===== src/rtl/fetch_stage.sv =====
// rtl/fetch_stage.sv - instruction-fetch stage: PC, single-outstanding imem read, branch/jump redirect
//
// Optional feature macro: FETCH_BYPASS_EN (forward read data to the decode register straight
// from S_WAIT instead of always staging it through ibuf/S_VALID).
//
// Ports:
//   clk, rst                      clock (rising edge), asynchronous active-high reset
//   stallF                        hold PC/instruction; decode register does not load
//   branch_takenD/branch_targetD  taken branch from decode
//   jumpD/jump_targetD            jump from decode (wins over branch)
//   imem_req/imem_addr            read request and address (address is always pc)
//   imem_ready                    memory accepts the request this cycle
//   imem_rvalid/imem_rdata        read response
//   instructionF                  instruction to fetch/decode register, 0 when not valid
//   pc_plus4F                     pc + 4
//   fetch_validF                  instructionF holds a real instruction
//   flushD                        redirect accepted; fetch/decode register must clear

module fetch_stage #(
    parameter int                    DATA_WIDTH = 32,
    parameter logic [DATA_WIDTH-1:0] RESET_PC   = '0
) (
    input  logic                  clk,
    input  logic                  rst,
    input  logic                  stallF,
    input  logic                  branch_takenD,
    input  logic [DATA_WIDTH-1:0] branch_targetD,
    input  logic                  jumpD,
    input  logic [DATA_WIDTH-1:0] jump_targetD,
    output logic                  imem_req,
    output logic [DATA_WIDTH-1:0] imem_addr,
    input  logic                  imem_ready,
    input  logic                  imem_rvalid,
    input  logic [DATA_WIDTH-1:0] imem_rdata,
    output logic [DATA_WIDTH-1:0] instructionF,
    output logic [DATA_WIDTH-1:0] pc_plus4F,
    output logic                  fetch_validF,
    output logic                  flushD
);

    typedef enum logic [1:0] {S_REQ, S_WAIT, S_VALID, S_DROP} state_t;

    localparam logic [DATA_WIDTH-1:0] PC_STEP    = DATA_WIDTH'(4);
    localparam logic [DATA_WIDTH-1:0] ALIGN_MASK = ~DATA_WIDTH'(3);

    state_t                  state_q, state_d;
    logic [DATA_WIDTH-1:0]   pc_q, pc_d;
    logic [DATA_WIDTH-1:0]   ibuf_q, ibuf_d;
    logic [DATA_WIDTH-1:0]   pc_plus4;
    logic [DATA_WIDTH-1:0]   target_raw;
    logic [DATA_WIDTH-1:0]   target;
    logic                    redirect;

    // A stalled redirect is dropped here; the hazard unit presents it again.
    assign redirect   = (jumpD | branch_takenD) & ~stallF;
    assign target_raw = jumpD ? jump_targetD : branch_targetD;
    assign target     = target_raw & ALIGN_MASK;
    assign pc_plus4   = pc_q + PC_STEP;

    assign flushD     = redirect & ~rst;
    assign imem_addr  = pc_q;
    assign pc_plus4F  = pc_plus4;

    always_ff @(posedge clk or posedge rst) begin
        if (rst) begin
            state_q <= S_REQ;
            pc_q    <= RESET_PC;
            ibuf_q  <= '0;
        end else begin
            state_q <= state_d;
            pc_q    <= pc_d;
            ibuf_q  <= ibuf_d;
        end
    end

    always_comb begin
        state_d      = state_q;
        pc_d         = pc_q;
        ibuf_d       = ibuf_q;
        imem_req     = 1'b0;
        instructionF = '0;
        fetch_validF = 1'b0;

        case (state_q)
            S_REQ: begin
                imem_req = 1'b1;
                if (redirect) begin
                    pc_d = target;
                    // An accepted request now belongs to the wrong path.
                    if (imem_ready) state_d = S_DROP;
                end else if (imem_ready) begin
                    state_d = S_WAIT;
                end
            end
            S_WAIT: begin
                if (redirect) begin
                    pc_d    = target;
                    state_d = imem_rvalid ? S_REQ : S_DROP;
                end else if (imem_rvalid) begin
`ifdef FETCH_BYPASS_EN
                    instructionF = imem_rdata;
                    fetch_validF = 1'b1;
                    if (!stallF) begin
                        pc_d    = pc_plus4;
                        state_d = S_REQ;
                    end else begin
                        ibuf_d  = imem_rdata;
                        state_d = S_VALID;
                    end
`else
                    ibuf_d  = imem_rdata;
                    state_d = S_VALID;
`endif
                end
            end
            S_VALID: begin
                instructionF = ibuf_q;
                fetch_validF = 1'b1;
                if (redirect) begin
                    pc_d    = target;
                    state_d = S_REQ;
                end else if (!stallF) begin
                    pc_d    = pc_plus4;
                    state_d = S_REQ;
                end
            end
            S_DROP: begin
                // pc may still be retargeted while the stale response is pending.
                if (redirect) pc_d = target;
                if (imem_rvalid) state_d = S_REQ;
            end
            default: state_d = S_REQ;
        endcase

        if (rst) imem_req = 1'b0;
    end

endmodule


===== config.mk =====
export PLATFORM = sky130hd
export DESIGN_NAME = fetch_stage
export DESIGN_NICKNAME = d
export VERILOG_FILES = /design/src/rtl/fetch_stage.sv
export SDC_FILE = /design/constraint.sdc
export NUM_CORES = 1
export LEC_CHECK = 0
export ABC_CLOCK_PERIOD_IN_PS = 3300
export CORE_UTILIZATION = 44
export CTS_CLUSTER_SIZE = 12
export DETAILED_ROUTE_END_ITERATION = 8
export PLACE_DENSITY = 0.92
export SKIP_CTS_REPAIR_TIMING = 1
export SYNTH_ARGS = -nofsm -noshare
export SYNTH_HDL_FRONTEND = slang
export SYNTH_SLANG_ARGS = --single-unit

===== constraint.sdc =====
create_clock -name clk -period 3.3 [get_ports clk]
set_clock_uncertainty 0.1 [all_clocks]
set_input_delay 0.66 -clock clk [delete_from_list [all_inputs] [get_ports clk]]
set_output_delay 0.66 -clock clk [all_outputs]
set_load 0.02 [all_outputs]

==> impl_results.md <==
* Area Overhead vs Synth at 60.08%
* Critical Path Max Stage Delay at slightly above 0.6 ns
* Number of warnings issued by yosys at 0
* Port Buf Inserts at between 150 and 200
* Wire per inst at between 15 and 20 µm
* Most frequent cells in the layout: sky130_fd_sc_hd__clkdlybuf4s50_1 (179), sky130_fd_sc_hd__dfrtp_1 (63), sky130_fd_sc_hd__and2_1 (33)
* Via count at between 4k and 5k
* Switching power share of the total at 39.70%
* Psw at 0.001724 W
* Final Hold Vio Count at 0
* Run status: complete, no violations
* Site row count at 34
* Arrival time of data at the critical path endpoint at approximately 2.4 ns
* Part of the total power dissipated in combinational logic at 53.2%
* Most used flip-flop cell after synthesis: sky130_fd_sc_hd__dfrtp_1
* Critical path cell sequence: ha_2, nand3_2, nor2_4, nand3_1, xnor2_1, clkdlybuf4s50_1
* Post-route fraction of the period consumed by the critical path at 96.90%
* Wire length of the first global-routing pass at 19460 µm
* Number of global-route vias before repair at between 3k and 4k
* Count of buffering cells on the critical path with inverters included at 1
* Internal power contribution at about 0.0026 W
* Height of the die at 97.16 µm
* Number of placed I/O pins at just over 200
* WHS at around 0.4 ns
* Cell at the slowest stage of the critical path: sky130_fd_sc_hd__clkdlybuf4s50_1
* Antenna diode instance count at 0
* RSZ-0062 raised after global routing: false
* H-Tree Depth at 3
* Fraction of the yosys area taken by sequential cells at between 40% and 50%
* Power density cells at between 600 and 700 nW/µm²
* Worst VDD drop at around 0.46 mV
* Number of enable-type register cells in the synthesized netlist at 0
* Detailed Route Iter0 Violations at 106
* Hold path cells at 1
* DRC violations left at 0
* Router iterations before antenna repair at 4
* Max Clock Freq at 0.3127 GHz
* Number of nets with antenna violations after routing at 0
* Most frequent standard cell in the layout excluding fill and tap cells: sky130_fd_sc_hd__clkdlybuf4s50_1
* Top Family by Delay on Critical Path: buffers and inverters
* Crit start category: register
* Number of synthesized register bits at 64
* Routability congestion estimate from global placement at about 0.84
* Skew-Pair Late Insertion Delay at roughly 0.35 ns
* Power consumption at 0.004343 W
* Maximum clock insertion buffer count at 2
* Initial core utilization at between 40 and 50%
* Class of the most critical hold timing path: reg -> reg
* Area of the die at 9439 µm²
* Number of max-slew violations in the final report at 0
* Overall die width at a little under 100 µm
* Area of the placeable core at approximately 8800 µm²
* Pin slew with the least headroom to its limit at about 0.81 ns
* Final nets at about 700
* CTS tree: yes
* Final critical delay including setup and external delays at 3.198 ns
* Fillers at just over 600
* Post-placement worst setup slack at roughly 0.17 ns
* Mean cell area of the mapped netlist at approximately 9.7 µm²
* Number of buffers created by CTS at 9
* Cell area after synthesis at approximately 4000 µm²
* Leakage power of the design at 2.557 nW
* Maximum number of pins on one net before global-route repair at 47
* Maximum net fanout on the critical path at 6
* Max-slew headroom at roughly 46%
* Global route overflow at 0
* Share of post-route cells with drive strength above 1 at ~16%
* Type of destination of the critical path: output pin
* Path length in cells of the critical path at 6
* Cell count after synthesis at between 400 and 500
* Proportion of power drawn by the clock network at 15.6%
* Root buffer cell: sky130_fd_sc_hd__clkbuf_8
* Endpoint required time on the critical path at around 2.5 ns
* Final number of setup-violating endpoints at 0
* Antenna violations before repair at 0
* Worst setup margin at around 0.10 ns
* Max-Cap Viols at 0
* Via-to-Cell Ratio at 5.583
* Depth of the worst register-to-register path at 7
* Part of the power in registers at a little under a third
* Combined global-route utilization of all metal layers at roughly a quarter
* Yosys cell types at about 50
* Category of the critical setup timing path: reg -> out
* Final HPWL from detailed placement at 9265 µm
* Clock Sinks at 64
* Wire length after detailed routing at approximately 12000 µm
* Async SR Flop Fraction at 100.0%
* Clock Pin Slew Worst Setup and Hold Paths at around 0.080 ns
==> path summary, 6_finish.rpt <==
| path | start | to | slack [ns] |
|---|---|---|---|
| max in group asynchronous | rst | imem_addr[25] | 1.75 |
| min in group asynchronous | rst | imem_addr[5] | 0.74 |
| max | imem_addr[2] | pc_plus4F[12] | 0.10 |
| min reg2reg | ibuf_q[6] | ibuf_q[6] | 0.40 |
| max reg2reg | state_q[0] | imem_addr[13] | 1.05 |
| min | ibuf_q[6] | ibuf_q[6] | 0.40 |
==> cells by family (layout without fill, tap and decap cells) <==
| logic type | Yosys count | in the layout | share of synthesized area, % |
|---|---|---|---|
| and+or+nand+nor | 126 | 126 | 18.50 |
| AOI/OAI and AO/OA | 112 | 112 | 19.00 |
| DFF | 64 | 64 | 40.20 |
| buffers and inverters | 40 | 240 | 5.245 |
| muxes | 36 | 36 | 10.05 |
| xor gates and xnor gates | 30 | 30 | 6.595 |
| adders and majority gates | 1 | 1 | 0.3140 |
| other | 1 | 4 | 0.09413 |
==> synth_stat cells, types with 2 or more instances <==
cell	n	area share, %
sky130_fd_sc_hd__dfrtp_1	64	40
sky130_fd_sc_hd__and2_1	33	5.2
sky130_fd_sc_hd__mux2_2	32	9.0
sky130_fd_sc_hd__nand2_1	27	2.5
sky130_fd_sc_hd__a21oi_1	26	3.3
sky130_fd_sc_hd__xnor2_1	23	5.1
sky130_fd_sc_hd__o22ai_1	21	3.3
sky130_fd_sc_hd__o22a_1	17	3.7
sky130_fd_sc_hd__buf_2	14	1.8
sky130_fd_sc_hd__nand4_1	14	2.2
sky130_fd_sc_hd__a31oi_1	12	1.9
sky130_fd_sc_hd__clkbuf_1	10	0.94
sky130_fd_sc_hd__nand3_1	10	1.3
sky130_fd_sc_hd__nor2_1	10	0.94
sky130_fd_sc_hd__o21ai_0	9	1.1
sky130_fd_sc_hd__a2bb2oi_1	7	1.5
sky130_fd_sc_hd__buf_4	7	1.3
sky130_fd_sc_hd__xor2_1	7	1.5
sky130_fd_sc_hd__nor3_1	5	0.63
sky130_fd_sc_hd__and4_1	4	0.88
sky130_fd_sc_hd__inv_1	4	0.38
sky130_fd_sc_hd__mux2i_1	4	1.0
sky130_fd_sc_hd__o21bai_1	4	0.75
sky130_fd_sc_hd__o221ai_1	4	0.88
sky130_fd_sc_hd__and3_1	3	0.47
sky130_fd_sc_hd__and3_2	3	0.57
sky130_fd_sc_hd__nor4_1	3	0.47
sky130_fd_sc_hd__o21a_1	3	0.57
sky130_fd_sc_hd__a41oi_1	2	0.44
sky130_fd_sc_hd__buf_6	2	0.57
sky130_fd_sc_hd__nand2b_1	2	0.31
sky130_fd_sc_hd__nor3b_1	2	0.38
sky130_fd_sc_hd__o211ai_1	2	0.38
sky130_fd_sc_hd__o21ba_2	2	0.50
sky130_fd_sc_hd__or4_4	2	0.57
==> per-stage QoR <==
step                      setup TNS [ns]  util, %  instances  instance area (µm²)
after floorplan                        0        -        413                 3995
after global placement                 0    69.05        700                 6051
after detailed placement               0    69.05        700                 6051
after CTS                         -2.497    71.29        716                 6247
after global routing                   0    72.77        721                 6377
final                                  0    72.77        721                 6377
==> sequential cells by signal, indices dropped and copies added (netlist names) <==
name,count
ibuf_q,32
imem_addr,30
state_q,2
==> layer usage <==
metal  up-vias  track usage [%]  wire length [µm]
met2       179            45.72              6246
met3        17            9.856              1126
li1       1903                -                 -
met1      1926            28.78              4957
met4         0            8.266               169
met5         -                0                 0
==> power by group through the flow <==
stage,Sequential (W),Clock (W),Combinational (W)
3_5_place_dp,0.00136,0,0.00228
4_1_cts,0.00135,0.000689,0.00229
5_1_grt,0.00140,0.000719,0.00246
6_report,0.00136,0.000675,0.00231
2_1_floorplan,0.00140,0,0.00121
3_3_place_gp,0.00133,0,0.00222
==> final cells by class <==
cell class                 instances  area [µm²]  area share, %
clock buffer                       9       123.9          1.942
clock inverter                     7       72.57          1.138
inverter                           6       22.52         0.3531
multi-input combinational        309        2241          35.14
sequential                        64        1603          25.13
tap                              108       135.1          2.119
timing repair buffer             218        2180          34.18
Note: power is estimated with default switching activity, not from simulation.
